[src/rtl/mem_stage_pipe.sv]
// mem_stage_pipe
// Memory stage of the pipelined processor: selects the data-memory address
// and store data, accesses an internal data memory with a configurable load
// occupancy, stalls upstream while a load is outstanding, and registers the
// results into the M/WB pipeline latch. Carries a WB valid bit and a sticky
// flag for the illegal simultaneous load+store request.

module mem_stage_pipe #(
    parameter int DATA_W  = 8,
    parameter int DEPTH   = 256,
    parameter int MEM_LAT = 1,
    parameter int REG_AW  = 2,
    localparam int ADDR_W = $clog2(DEPTH)
) (
    input  logic              clk,
    input  logic              rst,

    // M-stage control
    input  logic              valid_M,
    input  logic              flush_M,
    input  logic              D_mem_wenM,
    input  logic              D_mem_renM,
    input  logic [2:0]        mux8sM,
    input  logic [1:0]        mux9sM,

    // M-stage data carried from EX
    input  logic [DATA_W-1:0] sub_outM,
    input  logic [DATA_W-1:0] data_out1M,
    input  logic [DATA_W-1:0] data_out2M,
    input  logic [DATA_W-1:0] ALU_resultM,
    input  logic [DATA_W-1:0] Imm_EX,
    input  logic [DATA_W-1:0] pcM,
    input  logic [DATA_W-1:0] instrM,

    // Write-back controls passed through the stage
    input  logic [REG_AW-1:0] dest_addrM,
    input  logic [1:0]        reg_file_wenM,
    input  logic [2:0]        mux10sM,
    input  logic              sp_mux_sM,
    input  logic              RET_enM,

    // Hazard / forwarding
    output logic              stall_M,
    output logic [DATA_W-1:0] data_mem_outM,

    // M/WB latch
    output logic              valid_WB,
    output logic [REG_AW-1:0] dest_addrWB,
    output logic [1:0]        reg_file_wenWB,
    output logic [2:0]        mux10_sWB,
    output logic              sp_mux_sWB,
    output logic              RET_enWB,
    output logic [DATA_W-1:0] ALU_resultWB,
    output logic [DATA_W-1:0] data_mem_outWB,
    output logic [DATA_W-1:0] sub_outWB,
    output logic [DATA_W-1:0] instrWB,

    output logic              err
);

    // Load-occupancy counter width; at least one bit so MEM_LAT=1 still elaborates.
    localparam int CNT_W = (MEM_LAT > 1) ? $clog2(MEM_LAT) : 1;
    localparam logic [CNT_W-1:0] CNT_LAST = CNT_W'(MEM_LAT - 1);

    // Elaboration-time guards on the parameter space this stage supports.
    if (DATA_W < 8) begin : g_chk_data_w
        $error("mem_stage_pipe: DATA_W must be at least 8");
    end
    if (MEM_LAT < 1 || MEM_LAT > 8) begin : g_chk_mem_lat
        $error("mem_stage_pipe: MEM_LAT must be in 1..8");
    end
    if (ADDR_W > DATA_W || DEPTH != (1 << ADDR_W)) begin : g_chk_depth
        $error("mem_stage_pipe: DEPTH must be a power of two addressable by DATA_W bits");
    end

    typedef enum logic {
        ST_IDLE = 1'b0,
        ST_WAIT = 1'b1
    } state_t;

    // ------------------------------------------------------------------
    // State
    // ------------------------------------------------------------------
    state_t            r_state;
    logic [CNT_W-1:0]  r_cnt;
    logic              r_err;
    logic [DATA_W-1:0] r_mem [DEPTH];

    logic              r_valid_wb;
    logic [REG_AW-1:0] r_dest_addr_wb;
    logic [1:0]        r_reg_file_wen_wb;
    logic [2:0]        r_mux10_s_wb;
    logic              r_sp_mux_s_wb;
    logic              r_ret_en_wb;
    logic [DATA_W-1:0] r_alu_result_wb;
    logic [DATA_W-1:0] r_data_mem_out_wb;
    logic [DATA_W-1:0] r_sub_out_wb;
    logic [DATA_W-1:0] r_instr_wb;

    // ------------------------------------------------------------------
    // Combinational decode
    // ------------------------------------------------------------------
    logic              w_active;
    logic              w_store;
    logic              w_load;
    logic              w_both;
    logic              w_last;
    logic              w_stall;
    logic              w_advance;
    logic [ADDR_W-1:0] w_addr;
    logic [DATA_W-1:0] w_wdata;
    logic [DATA_W-1:0] w_rdata;
    logic [CNT_W-1:0]  w_cnt_next;

    assign w_active = valid_M & ~flush_M;
    // A simultaneous load+store is carried out as a store only.
    assign w_store  = w_active & D_mem_wenM;
    assign w_load   = w_active & D_mem_renM & ~D_mem_wenM;
    assign w_both   = w_active & D_mem_renM & D_mem_wenM;

    // The final occupancy cycle of a load is the one that releases the stall.
    assign w_last   = (r_cnt == CNT_LAST);
    assign w_stall  = ~rst & w_load & ~w_last;

    // The instruction leaves M this cycle and lands in the WB latch.
    assign w_advance = w_active & ~w_stall;

    // A fresh load starts counting from zero even if cnt was left non-zero.
    assign w_cnt_next = ((r_state == ST_WAIT) ? r_cnt : '0) + CNT_W'(1);

    // Address select; only the low ADDR_W bits index memory, so addresses wrap.
    always_comb begin
        // NOTE: every variable assigned in always_comb gets a default first so no path can infer a latch.
        w_addr = '0;
        unique case (mux8sM)
            3'd0:    w_addr = ADDR_W'(sub_outM);
            3'd1:    w_addr = ADDR_W'(data_out2M);
            3'd2:    w_addr = ADDR_W'(data_out1M);
            3'd3:    w_addr = ADDR_W'(ALU_resultM);
            3'd4:    w_addr = ADDR_W'(Imm_EX);
            3'd5:    w_addr = ADDR_W'({r_ret_en_wb, {(DATA_W-1){1'b0}}});
            default: w_addr = '0;
        endcase
    end

    // Store-data select.
    always_comb begin
        w_wdata = '0;
        unique case (mux9sM)
            2'd0:    w_wdata = ALU_resultM;
            2'd1:    w_wdata = data_out1M;
            2'd2:    w_wdata = pcM;
            default: w_wdata = '0;
        endcase
    end

    // Asynchronous read port; a store in the previous cycle is already visible.
    assign w_rdata = r_mem[w_addr];

    // ------------------------------------------------------------------
    // Data memory write port
    // ------------------------------------------------------------------
    // Store into the array at the end of the cycle; suppressed while in reset.
    always_ff @(posedge clk) begin
        // NOTE: the memory array has no reset; clearing it would cost a write per word and software never relies on it.
        if (!rst && w_store) begin
            r_mem[w_addr] <= w_wdata;
        end
    end

    // ------------------------------------------------------------------
    // Load-occupancy FSM and sticky error flag
    // ------------------------------------------------------------------
    // Track how long an active load has been waiting and latch illegal requests.
    always_ff @(posedge clk) begin
        // NOTE: sequential state uses non-blocking assignments so every flop samples pre-edge values.
        if (rst) begin
            r_state <= ST_IDLE;
            r_cnt   <= '0;
            r_err   <= 1'b0;
        end else begin
            if (w_both) begin
                r_err <= 1'b1;
            end
            if (w_stall) begin
                r_state <= ST_WAIT;
                r_cnt   <= w_cnt_next;
            end else begin
                // Final load cycle, non-load instruction, bubble or flush.
                r_state <= ST_IDLE;
                r_cnt   <= '0;
            end
        end
    end

    // ------------------------------------------------------------------
    // M/WB pipeline latch
    // ------------------------------------------------------------------
    // Capture the instruction when it leaves M, otherwise insert a bubble.
    always_ff @(posedge clk) begin
        if (rst) begin
            r_valid_wb        <= 1'b0;
            r_dest_addr_wb    <= '0;
            r_reg_file_wen_wb <= '0;
            r_mux10_s_wb      <= '0;
            r_sp_mux_s_wb     <= 1'b0;
            r_ret_en_wb       <= 1'b0;
            r_alu_result_wb   <= '0;
            r_data_mem_out_wb <= '0;
            r_sub_out_wb      <= '0;
            r_instr_wb        <= '0;
        end else if (w_advance) begin
            r_valid_wb        <= 1'b1;
            r_dest_addr_wb    <= dest_addrM;
            r_reg_file_wen_wb <= reg_file_wenM;
            r_mux10_s_wb      <= mux10sM;
            r_sp_mux_s_wb     <= sp_mux_sM;
            r_ret_en_wb       <= RET_enM;
            r_alu_result_wb   <= ALU_resultM;
            r_data_mem_out_wb <= w_rdata;
            r_sub_out_wb      <= sub_outM;
            r_instr_wb        <= instrM;
        end else begin
            // Bubble: kill every side effect in WB, let the data fields hold.
            r_valid_wb        <= 1'b0;
            r_reg_file_wen_wb <= '0;
            r_ret_en_wb       <= 1'b0;
        end
    end

    // ------------------------------------------------------------------
    // Outputs
    // ------------------------------------------------------------------
    assign stall_M        = w_stall;
    assign data_mem_outM  = w_rdata;
    assign valid_WB       = r_valid_wb;
    assign dest_addrWB    = r_dest_addr_wb;
    assign reg_file_wenWB = r_reg_file_wen_wb;
    assign mux10_sWB      = r_mux10_s_wb;
    assign sp_mux_sWB     = r_sp_mux_s_wb;
    assign RET_enWB       = r_ret_en_wb;
    assign ALU_resultWB   = r_alu_result_wb;
    assign data_mem_outWB = r_data_mem_out_wb;
    assign sub_outWB      = r_sub_out_wb;
    assign instrWB        = r_instr_wb;
    assign err            = r_err;

endmodule
[config.mk]
export PLATFORM = sky130hd
export DESIGN_NAME = mem_stage_pipe
export DESIGN_NICKNAME = d
export VERILOG_FILES = /design/src/rtl/mem_stage_pipe.sv
export SDC_FILE = /design/constraint.sdc
export NUM_CORES = 2
export LEC_CHECK = 0
export CAP_MARGIN = 20
export CORE_ASPECT_RATIO = 0.9
export CORE_UTILIZATION = 25
export DETAILED_ROUTE_END_ITERATION = 8
export PLACE_DENSITY = 0.44
export SYNTH_ARGS = -nofsm -noshare
export SYNTH_HDL_FRONTEND = slang
export SYNTH_SLANG_ARGS = --single-unit
[constraint.sdc]
create_clock -name clk -period 43.5 [get_ports clk]
set_input_delay 8.7 -clock clk [delete_from_list [all_inputs] [get_ports clk]]
set_output_delay 8.7 -clock clk [all_outputs]
set_load 0.1 [all_outputs]
## Yosys cells after proc, flatten, opt, wreduce, memory -nomap -nowiden

Memories as Yosys holds them, arrays and structs flattened.
Index checks and enable logic that the tools add are counted.

| cells by class | value |
|---|---|
| $add $sub $neg | 1 |
| eq/ne operators | 7 |
| mux-type cells | 7 |
| bitwise logic cells | 13 |
| reductions and logical operators | 6 |

Operators with widths:

| kind | number |
|---|---|
| $pmux W8 S6 | 1 |
| $pmux W8 S3 | 1 |
| $and A1 B1 Y1 | 8 |
| $eq A3 B2 Y1 const B | 2 |
| $eq A3 B3 Y1 const B | 2 |
| $mux W1 | 5 |
| $not A1 Y1 | 5 |
| $reduce_or A2 Y1 | 2 |
| $eq A3 B1 Y1 const B | 1 |
| $logic_not A3 Y1 | 1 |
| $eq A2 B1 Y1 const B | 1 |
| $eq A2 B2 Y1 const B | 1 |
| $logic_not A2 Y1 | 1 |
| $add A1 B1 Y1 const B | 1 |
| $logic_and A1 B1 Y1 | 1 |
| $logic_not A1 Y1 | 1 |

| storage, ports and cells | value |
|---|---|
| flip-flop bits (word level) | 45 |
| memory bits (writable) | 2,048 |
| input port bits | 76 |
| output and inout port bits | 52 |
| memories | 1 |

Memory list:

| memory | words | bits a word | rd ports | clocked after Yosys merged registers in | write ports | RTL line | source |
|---|---|---|---|---|---|---|---|
| r_mem | 256 | 8 | 1 | 0 | 1 | 87 | `logic [DATA_W-1:0] r_mem [DEPTH];` |

## Longest topological paths before layout

| depth | value |
|---|---|
| depth after elaboration | 10 |
| mapped depth | 16 |
| mapped depth without buffers | 10 |

## Least setup slack after synthesis

Ideal clock, no wire load.

| timing | value |
|---|---|
| path kind | input to register |
| start point | input mux9sM[1] |
| end point | memory r_mem[0][0], data pin |
| setup time | 2.187 ns |
| data arrival time | 19.142 ns |
| required time | 41.313 ns |
| setup slack | 22.171 ns |
| stages | 3 |
| path buffers | 1 |
| cell sequence | clkbuf_1 -> mux2i_1 -> o21ai_0 |

| between the ends | value |
|---|---|
| word-level cells in the longest chain between the ends | 2 |

RTL lines:

| element | RTL line | source |
|---|---|---|
| from (decl) | 24 | `input logic [1:0] mux9sM,` |
| $eq A2 B2 Y1 (tied with other cells) | 149 | `unique case (mux9sM)` |
| $pmux W8 S3 * | 149 |  |
| named net w_wdata[0] | 111 | `logic [DATA_W-1:0] w_wdata;` |
| to (decl) | 87 |  |

The timed path passes the listed nets; every way through them passes the cells marked *.

## Worst setup path in the final report

| timing | value |
|---|---|
| start point | input mux8sM[2] |
| end point | output data_mem_outM[5] |

| between the ends | value |
|---|---|
| word-level cells in the longest chain between the ends | 3 |

RTL lines:

| element | RTL line | source |
|---|---|---|
| from (decl) | 23 | `input logic [2:0] mux8sM,` |
| $eq A3 B3 Y1 (tied with other cells) | 135 | `unique case (mux8sM)` |
| $pmux W8 S6 * | 135 |  |
| $mem_v2 Z256 W8 * | n/a |  |
| to (decl) | 44 | `output logic [DATA_W-1:0] data_mem_outM,` |

Mark *: on every way between the ends. The rest lies on a longest branch, timed or not.

==> results.md <==
- CP Data Required Time: 34.80 ns
- Post-Route WL: 307000 um
- Post-synthesis sequential area ratio: 0.748
- Layout cell share with drive strength beyond 1: 0.102
- Fin crit share: 0.598
- Sw frac: 0.263
- Post-CTS setup buffer count: 0
- Most numerous cell on the critical path: buf_4
- Crit end category: output port
- Rows: 200
- Antenna violations before repair: 21
- Placement Cell Area: 90300 um2
- PwrDens: 47.0 nW/um2
- CTS max path bufs: 4
- DRT Pass-1 Iters: 6
- Global-route wire length before repair: 422000 um
- Fin nets: 5933
- Clock skew: 0.0494 ns
- Grt total ovfl: 0
- Via count: 52558
- CP Class: input pin to output port
- Critical-path top delay cell: clkdlybuf4s50_1
- DIE AREA: 336000 um2
- Critical Path Fanout Max: 122
- Num CTS Buffers: 225
- Fillers: 33233
- Mapped Avg Cell Area: 14.6 um2
- Cell variety after synth: 78
- Largest net degree at the start of global routing: 182
- Net Switching: 1.20 mW
- Design Area, Final: 97200 um2
- Post-route ant nets: 0
- Syn Inst Count: 5694
- LEAKAGE: 30.3 nW
- Slew Viols, Final: 0
- Worst-margin pin slew: 1.21 ns
- Worst path arrival time: 17.33 ns
- Fin worst setup slack: 17.47 ns
- Max VDD drop: 0.0395 mV
- Final hold vios: 0
- Worst-path clk slew: 0.06 ns
- Unrepaired setup endpoints after global routing: no
- HPWL Detailed: 180000 um
- Minimum clock period: 26.03 ns
- H-Tree Level Count: 4
- Hold Buf Count CTS: 0
- Crit path launch type: input pin
- Vias per inst: 5.01
- Sequential power share: 0.491
- Port-buffer cells: 127
- Synth Net Count: 5770
- Ports: 128
- #FFs+latches synth: 2093
- CTS root buf: clkbuf_16
- Area Growth Syn to Fin: 16.5%
- Int Pwr: 3.37 mW
- Initial drt markers: 6277
- Vias in the first global route: 50098
- # setup viols final: 0
- # DRC: 0
- Max-cap viol count: 0
- TritonCTS Sinks: 2093
- Total power: 4.57 mW
- Detailed-route wire length per cell: 29.3 um
- TritonCTS clock tree: built
- Post-CTS Resized: 0
- Gr usage total: 0.177
- Post-synth EDFFs: 2048
- Post-synthesis async set-or-reset flop share: 0
- Status: finished, final reports clean
- Clk pwr share: 0.397
- Mapped Area: 83400 um2
- Pre-CTS WS: 17.46 ns
- Warnings from Yosys: 0
- Slew margin rel.: 0.183
- Die Ht: 550 um
- Ys flop type: edfxtp_1
- Die width: 611 um
- Routability cong.: 0.811
- HP Class: flop to flop
- Initial core utilization: 0.252
- Worst-skew pair later-pin latency: 0.88 ns
- Core area: 331000 um2
- Largest stage delay, worst path: 1.06 ns
- Setup TNS Final: 0 ns
- Comb power frac: 0.112
- Achievable Freq: 38.4 MHz
- Cell chain of the critical path: clkdlybuf4s50_1, nor4bb_2, a311oi_4, buf_4, nand2_8, buf_12, buf_4, buf_4, mux2i_1, o22ai_1, or4_1, a21oi_1, buf_4, o22ai_1, o311ai_1, nand2_1, clkdlybuf4s50_1
-- layer usage --
metal,vias to the layer above,track usage,wire [um]
met5,-,0,11
met4,2,0.0402,7340
met3,401,0.0318,24300
met2,2263,0.276,139000
met1,27666,0.254,137000
li1,22226,-,-
-- synth_stat cells (4+ instances only) --
master	number	area share
a2111oi_0	9	0.00095
a211o_1	8	0.00084
a211oi_1	123	0.011
a21oi_1	187	0.011
a311o_1	6	0.00072
a311oi_1	153	0.016
a31oi_1	58	0.0044
a32o_1	6	0.00072
a32oi_1	16	0.0017
and2_1	10	0.00075
and3_1	143	0.011
buf_1	30	0.0014
buf_2	186	0.011
buf_4	32	0.0029
buf_6	22	0.0030
clkbuf_1	129	0.0058
dfxtp_1	45	0.011
edfxtp_1	2048	0.74
inv_1	4	0.00018
mux2i_1	365	0.044
mux4_2	41	0.011
nand2_1	1095	0.049
nand3_1	230	0.014
nand3b_1	4	0.00036
nand4_1	11	0.00083
nor2_1	297	0.013
nor2_2	6	0.00045
nor3_1	23	0.0014
nor4_1	43	0.0032
nor4b_1	15	0.0016
o211ai_1	8	0.00072
o21ai_0	63	0.0038
o221ai_1	5	0.00053
o22ai_1	177	0.013
o311ai_0	4	0.00042
o31a_1	7	0.00074
o32ai_1	6	0.00063
o41ai_1	8	0.00084
or3_1	6	0.00045
or4_1	8	0.00072
-- worst max-delay path, delay by kind of cell --
kind	cells	cell delay, ns
buffers and inverters	7	4.56
and+or+nand+nor	4	2.19
muxes	1	0.26
AOI/OAI and AO/OA	5	1.33
-- cell usage in the layout, fill, tap and decap left out, types with 56 or more instances in the layout --
cell / count
a21oi_1: 187
a31oi_1: 58
nor2_1: 292
clkbuf_1: 56
nand3_1: 223
and3_1: 143
clkdlybuf4s50_1: 126
o22ai_1: 176
clkinv_1: 60
nand2_1: 1079
a311oi_1: 152
buf_4: 175
clkbuf_16: 225
edfxtp_1: 2048
a211oi_1: 120
mux2i_1: 365
-- registers in the layout, summed over array words and instances (netlist names) --
register,count
ALU_resultWB,8
RET_enWB,1
data_mem_outWB,8
dest_addrWB,2
err,1
instrWB,8
mux10_sWB,3
r_cnt,1
r_mem,2048
r_state,1
reg_file_wenWB,2
sp_mux_sWB,1
sub_outWB,8
valid_WB,1
-- metrics by stage --
stage | instances | util | hold slack (ns)
2_1_floorplan | 5694 | - | 0.368
3_5_place_dp | 10064 | 0.273 | 0.387
4_1_cts | 10466 | 0.293 | 0.395
5_1_grt | 10476 | 0.294 | 0.402
6_report | 10483 | 0.294 | 0.395
3_3_place_gp | 10047 | 0.272 | 0.371
-- final timing paths --
| path | from | end | slack (ns) | depth (start not counted) |
|---|---|---|---|---|
| worst max register to register | RET_enWB$_SDFF_PP0_ | data_mem_outWB[7]$_SDFFE_PP0P_ | 38.94 | 11 |
| worst min-delay path | r_state$_SDFF_PP0_ | r_cnt$_SDFF_PP0_ | 0.40 | 1 |
| worst max-delay path | mux8sM[2] | data_mem_outM[5] | 17.47 | 17 |
| worst min register to register | r_state$_SDFF_PP0_ | r_cnt$_SDFF_PP0_ | 0.40 | 1 |
-- cell type report --
type | count | area, um2 | share of cell area
Antenna cell | 7 | 17.5 | 0.000180
Sequential cell | 2093 | 62400 | 0.642
Tap cell | 4444 | 5560 | 0.0572
Multi-Input combinational cell | 3197 | 19300 | 0.199
Timing Repair Buffer | 336 | 3120 | 0.0321
Clock buffer | 281 | 5840 | 0.0601
Inverter | 4 | 15.0 | 0.000155
Clock inverter | 121 | 891 | 0.00917
-- power groups by stage --
stage | registers (mW) | logic (mW) | clock network [mW]
2_1_floorplan | 2.33 | 0.257 | 0
3_3_place_gp | 2.28 | 0.506 | 0
3_5_place_dp | 2.28 | 0.509 | 0
4_1_cts | 2.24 | 0.510 | 1.84
5_1_grt | 2.24 | 0.532 | 1.91
6_report | 2.24 | 0.513 | 1.81
-- cells by family (layout without fill, tap and decap cells) --
group,count (synthesis),count (layout),synth area share
AO/OA/AOI/OAI,879,879,0.0727
other,0,7,0
flip-flops,2093,2093,0.748
multiplexers,411,411,0.0556
AND/OR/NAND/NOR,1907,1907,0.0989
buffers and inverters,404,742,0.0245
Note: power is estimated with default switching activity, not from simulation.
